File: config.mk
export PLATFORM = sky130hd
export DESIGN_NAME = fetch_stage
export DESIGN_NICKNAME = d
export VERILOG_FILES = /design/src/rtl/fetch_stage.sv
export SDC_FILE = /design/constraint.sdc
export NUM_CORES = 1
export LEC_CHECK = 0
export BUFFER_PORTS_ARGS = -buffer_cell sky130_fd_sc_hd__clkbuf_2
export CAP_MARGIN = 25
export CORE_MARGIN = 2
export CORE_UTILIZATION = 44
export CTS_CLUSTER_SIZE = 40
export DETAILED_ROUTE_END_ITERATION = 6
export PLACE_DENSITY = 0.82
export SYNTH_ARGS = -nofsm -noshare
export SYNTH_HDL_FRONTEND = slang
export SYNTH_SLANG_ARGS = --single-unit
File: constraint.sdc
create_clock -name clock -period 1.6 [get_ports clock]
set_input_delay 0.08 -clock clock [delete_from_list [all_inputs] [get_ports clock]]
set_output_delay 0.08 -clock clock [all_outputs]
set_load 0.005 [all_outputs]
File: src/rtl/fetch_stage.sv
// Instruction fetch stage: owns the PC, issues one-word reads to memory and
// hands each fetched instruction with its PC to decode over valid/ready.
module fetch_stage #(
    parameter int                    ADDR_WIDTH = 32,
    parameter int                    DATA_WIDTH = 32,
    parameter logic [ADDR_WIDTH-1:0] START_ADDR = 32'h80020000,
    parameter int                    DEPTH      = 1048576
) (
    input  logic                  clock,
    input  logic                  reset,
    input  logic                  run,
    input  logic                  redirect_valid,
    input  logic [ADDR_WIDTH-1:0] redirect_pc,
    output logic [ADDR_WIDTH-1:0] mem_address,
    output logic [1:0]            mem_access_size,
    output logic                  mem_rw,
    output logic                  mem_enable,
    input  logic                  mem_busy,
    input  logic [DATA_WIDTH-1:0] mem_data_out,
    output logic [DATA_WIDTH-1:0] insn,
    output logic [ADDR_WIDTH-1:0] insn_pc,
    output logic                  insn_valid,
    input  logic                  insn_ready,
    output logic                  fault
);

    typedef enum logic [2:0] {
        IDLE,
        ISSUE,
        WAIT,
        HOLD,
        FAULT
    } state_t;

    localparam logic [ADDR_WIDTH-1:0] LAST_ADDR =
        START_ADDR + ADDR_WIDTH'(DEPTH) - ADDR_WIDTH'(4);

    state_t                  state;
    state_t                  next_state;
    logic [ADDR_WIDTH-1:0]   pc;
    logic [ADDR_WIDTH-1:0]   next_pc;
    logic [ADDR_WIDTH-1:0]   redirect_target;
    logic                    capture;

    function automatic logic in_range(input logic [ADDR_WIDTH-1:0] addr);
        return (addr >= START_ADDR) && (addr <= LAST_ADDR);
    endfunction

    // Every way into ISSUE goes through the range check; a bad PC parks in FAULT.
    function automatic state_t start_state(input logic go,
                                           input logic [ADDR_WIDTH-1:0] addr);
        if (!go)
            return IDLE;
        return in_range(addr) ? ISSUE : FAULT;
    endfunction

    assign redirect_target = redirect_pc & ~ADDR_WIDTH'(3);

    always_comb begin
        next_state = state;
        next_pc    = pc;
        capture    = 1'b0;
        if (redirect_valid) begin
            next_pc    = redirect_target;
            next_state = start_state(run, redirect_target);
        end else begin
            case (state)
                IDLE:    if (run) next_state = start_state(1'b1, pc);
                ISSUE:   if (!mem_busy) next_state = WAIT;
                WAIT: begin
                    capture    = 1'b1;
                    next_pc    = pc + ADDR_WIDTH'(4);
                    next_state = HOLD;
                end
                HOLD:    if (insn_ready) next_state = start_state(run, pc);
                FAULT:   next_state = FAULT;
                default: next_state = IDLE;
            endcase
        end
    end

    always_ff @(posedge clock) begin
        if (reset) begin
            state   <= IDLE;
            pc      <= START_ADDR;
            insn    <= '0;
            insn_pc <= '0;
        end else begin
            state <= next_state;
            pc    <= next_pc;
            if (capture) begin
                insn    <= mem_data_out;
                insn_pc <= pc;
            end
        end
    end

    // Outputs are pure decodes of registered state so no input reaches an output.
    assign mem_address     = pc;
    assign mem_access_size = 2'b00;
    assign mem_rw          = 1'b1;
    assign mem_enable      = (state == ISSUE);
    assign insn_valid      = (state == HOLD);
    assign fault           = (state == FAULT);

endmodule

Word level (Yosys, flattened, before mapping)
Index checks and enable logic that the tools add are counted.
{"block": "word_totals", "ff_bits": 99, "in_bits": 70, "out_inout_bits": 102, "elab_cells": 42}
{"block": "classes", "addsub": 1, "order_cmp": 4, "eq_ne": 7, "n_mux": 19, "n_reduce_logical": 6}
{"op": "greater-or-equal comparator 32 bit (second input constant)", "count": 2}
{"op": "less-or-equal comparator 32 bit (second input constant)", "count": 2}
{"op": "2-to-1 mux 32 bit", "count": 2}
{"op": "adder 32 x 3 -> 32 bit (second input constant)", "count": 1}
{"op": "2-to-1 mux 3 bit", "count": 9}
{"op": "case mux 3 bit (5 select lines)", "count": 1}
{"op": "2-to-1 mux 1 bit", "count": 7}
{"op": "== test 3 x 2 -> 1 bit (second input constant)", "count": 2}
{"op": "!= test 3 bit (second input constant)", "count": 2}
{"op": "== test 3 x 1 -> 1 bit (second input constant)", "count": 1}
{"op": "== test 3 bit (second input constant)", "count": 1}
{"op": "logical NOT 3 bit", "count": 1}
{"op": "!= test 3 x 2 -> 1 bit (second input constant)", "count": 1}
{"op": "AND reduction 3 bit", "count": 1}
{"op": "logical AND 1 bit", "count": 2}
{"op": "nonzero test 2 bit", "count": 1}
{"op": "OR reduction 2 bit", "count": 1}

Longest topological paths before layout
{"block": "depth", "depth_word": 8, "mapped_depth": 7, "ltp_nobuf": 6}

Least setup slack after synthesis
No wires, ideal clock.
{"block": "synth_timing", "path_kind": "register to register", "from": "register pc[18] (netlist: mem_address[18])", "to": "register pc[28] (netlist: mem_address[28])", "setup_ns": 0.062, "arrival_time_ns": 1.631, "required_time_ns": 1.538, "path_slack_ns": -0.093, "path_stages_with_launch": 7, "n_path_buf": 1, "synth_period_minus_slack_ns": 1.693, "path_cell_list": "dfxtp_1 > buf_2 > nand4_2 > nor4_2 > nand2b_1 > or4_1 > nand3_1"}
{"block": "synth_between", "elab_chain_cells": 3}
{"element": "start: declaration", "line_no": "40", "rtl": "logic [ADDR_WIDTH-1:0] pc;"}
{"element": "start signal: assignment", "line_no": "90", "rtl": "pc <= next_pc;"}
{"element": "adder 32 x 3 -> 32 bit", "line_no": "72", "rtl": "next_pc = pc + ADDR_WIDTH'(4);"}
{"element": "2-to-1 mux 32 bit", "line_no": "67", "rtl": "case (state)"}
{"element": "2-to-1 mux 32 bit", "line_no": "63", "rtl": "if (redirect_valid) begin"}
No other way between the ends. The select of a mux whose other input is x is not followed.
A chain may end at the register's enable or synchronous reset.

Worst setup path in the final report
{"block": "layout_timing", "from": "register pc[11] (netlist: mem_address[11])", "to": "register pc[21] (netlist: mem_address[21])"}
Same word-level chain as after synthesis.

==> flow_summary.yaml <==
outcome:
  status: "complete, but fails checks"
  violations: "negative setup slack"
pwr:
  finalPower_mw: 4.71
  p_clk_share_pct: 34.5
  power_frac_seq_pct: 52.2
  power_frac_comb_pct: 13.3
  p_per_area_mw_per_mm2: 729
  power_switching_share_pct: 25.6
  p_leak_nw: 2.73
  power.switching_mw: 1.20
  intPower_mw: 3.51
  irDropWorstVdd_v: 0.000706
clocking:
  insertion_delay_ns: 0.37
  cts.sinks: 95
  root_buffer: "clkbuf_8"
  cts.clk_slew.worst_paths_ns: 0.10
  cts_tree: "done"
  cts_buffer_depth: 2
  cts-buffers-inserted: 9
  htree_num_levels: 3
die:
  die_w_um: 103
  rows: 36
  die_h_um: 103
  die_area_mm2: 0.0106
  start_util_pct: 44.8
  core-area_mm2: 0.00964
  io-pin-count: 172
place:
  placed_cells: 855
  finalWeightedCongestion: 0.928
  place.port_buffers: 162
  dpl.hpwl_um: 9370
synth:
  synth-compound-area-share_pct: 14.7
  seq_area_frac_synth_pct: 44.0
  synth-seq-cells: 95
  synth_top_area_share_pct: 44.0
  avgSynthCellArea_um2: 7.95
  syn_inst: 543
  synth_top_family_by_area: "simple AND/OR/NAND/NOR gates"
  synth_area_leaders: "dfxtp_1 44%, nand2_1 14%, a21oi_1 8.1%"
  synth-adder-area-share_pct: 0.579
  syn_area_mm2: 0.00432
  synth.mux.area_fraction_pct: 0.695
  synthArstFlopShare_pct: 0
  synth_xor_area_share_pct: 4.26
  yosys.area_share.simple_pct: 29.6
  post_synth_num_cell_types: 50
  synth_ff_type: "dfxtp_1"
  yosysWarnings: 0
  synth_top_area_cell: "dfxtp_1"
  synth_edf_count: 0
timing:
  rsz0062_at_grt: "yes"
  worst_pin_slew_ns: 0.517
  slew_headroom_pct: 65.4
  period_minus_slack_ns: 1.68
  fin_worst_skew_ns: 0.0115
  hold_viol: 0
  finalCritPeriodShare_pct: 105
  setup_viol: 12
  fin_ws_ns: -0.0778
  report.final.slew_viol_count: 0
  hold_slack_ns: 0.00427
  max_freq_ghz: 0.596
  tns_ns: -0.528
min_path:
  hp-class: "input port to register"
critical_path:
  crit_path_top_delay_cell: "dfxtp_1"
  start_kind: "register"
  worst_setup_path_end_kind: "register"
  crit_chain: "nand2_1 -> nor4_4 -> buf_4 -> buf_6 -> nand4_1 -> xor2_1 -> a211oi_2"
  slowest_delay_ns: 0.40
  path_max_fanout: 5
  critical_path_arrival_ns: 1.97
  critical_path_class: "register to register"
  required_ns: 1.89
route:
  routed_wl_um: 14100
  dr.first_iter.drc_count: 221
  num_vias: 4880
  viasPerCell: 5.24
  drtPass1Iterations: 5
  final_antenna_net_count: 0
  detail_route.wl_per_cell_um: 15.2
  drc_errors: 0
finish:
  final_core_util_pct: 67.1
  syn2layout_area_growth_pct: 49.8
  fillerInstances: 792
  final_cells: 931
  drive_gt1_share_pct: 36.8
  diodes: 0
  finalNetCount: 865
global_route:
  grt_max_degree: 63
  grt_usage_pct: 25.2
  grt_pass1_wl_um: 21000
  antenna_found_initial: 0
  grt_pass1_vias: 4576
  gr-total-overflow: 0
run:
  maxCapViolCount: 0
## logic make-up (layout without fill, tap and decap cells)
kind of cell	count (synthesis)	after routing
AOI/OAI and AO/OA	105	105
xor gates and xnor gates	21	21
adders and majority gates	2	2
buffers and inverters	53	303
DFF	95	95
muxes	3	3
other	2	7
and+or+nand+nor	262	262
## power groups by stage
stage | clock [mW] | sequential, mW | combinational, mW
floorplan | 0 | 2.54 | 0.205
global placement | 0 | 2.51 | 0.490
detailed placement | 0 | 2.51 | 0.500
CTS | 1.64 | 2.46 | 0.602
global route | 1.76 | 2.47 | 0.679
finish | 1.63 | 2.46 | 0.626
## area by class of cell
cell class              count  area, um2  area share, %
clock buffers              12        145           2.24
clock inverters             4       52.6          0.812
inverters                   8       30.0          0.464
multi-input cells         400       2310           35.6
flip-flops and latches     95       1920           29.7
well taps                 133        166           2.57
repair buffers            279       1850           28.6
## worst max-delay path: cells and delay by family (launching register included)
family	cells	cell delay (ns)
simple gates	3	0.54
flops	1	0.40
buf+inv	2	0.28
compound gates	1	0.22
xor+xnor	1	0.17
## timing repair
| action | in CTS | in global routing |
|---|---|---|
| buffers inserted | 2 | 5 |
| hold buffers | 51 | 0 |
| resized for setup | 6 | 31 |
| endpoints found under the setup margin | 22 | 57 |
| hold endpoints to repair | 54 | 0 |
| gates cloned | 0 | 2 |
| pin swaps | 0 | 34 |
## flip-flops by register name (all words and copies together), names as in the netlist
signal	cells
mem_address	30
state	3
insn_pc	30
insn	32
## cells in the final DEF, fill, tap and decap left out, types with 5 or more instances in the layout
master	netlist	routed
dfxtp_1	95	80
xor2_1	14	14
dlygate4sd3_1	0	51
buf_4	10	60
clkbuf_2	0	161
nor2_1	30	29
nor4_4	3	5
inv_1	8	8
nand2_1	158	156
buf_6	1	5
nand4_1	12	12
dfxtp_2	0	15
conb_1	2	7
a21oi_1	70	68
a31oi_1	7	6
nand3_1	14	11
clkbuf_8	0	10
xnor2_1	7	7
a211oi_2	7	8
nor3_1	5	5
## metal layers
metal	global-route usage, %	wire (um)	up-vias
met3	3.93	836	34
met4	11.7	343	0
met2	44.2	7310	176
met5	0	0	-
met1	30.1	5660	2343
li1	-	-	2327
## Yosys cell counts, types with 2 or more instances
library cell and number:
a31oi_1 7, mux2i_1 3, o21ai_0 4, nand3b_1 3, or3_1 4, nor4_1 9
a211oi_1 5, nand2_1 158, xnor2_1 7, buf_4 10, nor3_1 5, o211ai_1 2
and2_1 4, xor2_1 14, nand3_1 14, a22oi_1 2, nand4_1 12, a2bb2oi_1 2
a211oi_2 7, ha_1 2, buf_2 10, a21oi_1 70, conb_1 2, dfxtp_1 95
nor2_1 30, nand4b_1 4, inv_1 8, nor4b_1 2, clkbuf_1 23, and4_1 2
nor4_4 3, nor2b_1 2
## per-stage QoR
stage,area (um2),setup WS [ns]
final,6470,-0.0778
after global routing,6470,-0.196
after CTS,6300,-0.0822
after detailed placement,5550,-0.0761
after global placement,5550,-0.0133
after floorplan,4370,-0.0244
## path summary, 6_finish.rpt
check             cells after the start                            to  slack [ns]                          from
setup / recovery                      7  mem_address[21]$_SDFFE_PP0P_       -0.08  mem_address[11]$_SDFFE_PP0P_
hold / removal                        3   mem_address[7]$_SDFFE_PP0P_       0.004                redirect_pc[7]
setup reg to reg                      7  mem_address[21]$_SDFFE_PP0P_       -0.08  mem_address[11]$_SDFFE_PP0P_
hold reg to reg                       2      insn_pc[30]$_SDFFE_PP0P_        0.46      insn_pc[30]$_SDFFE_PP0P_
(Power assumes the default switching activity.)
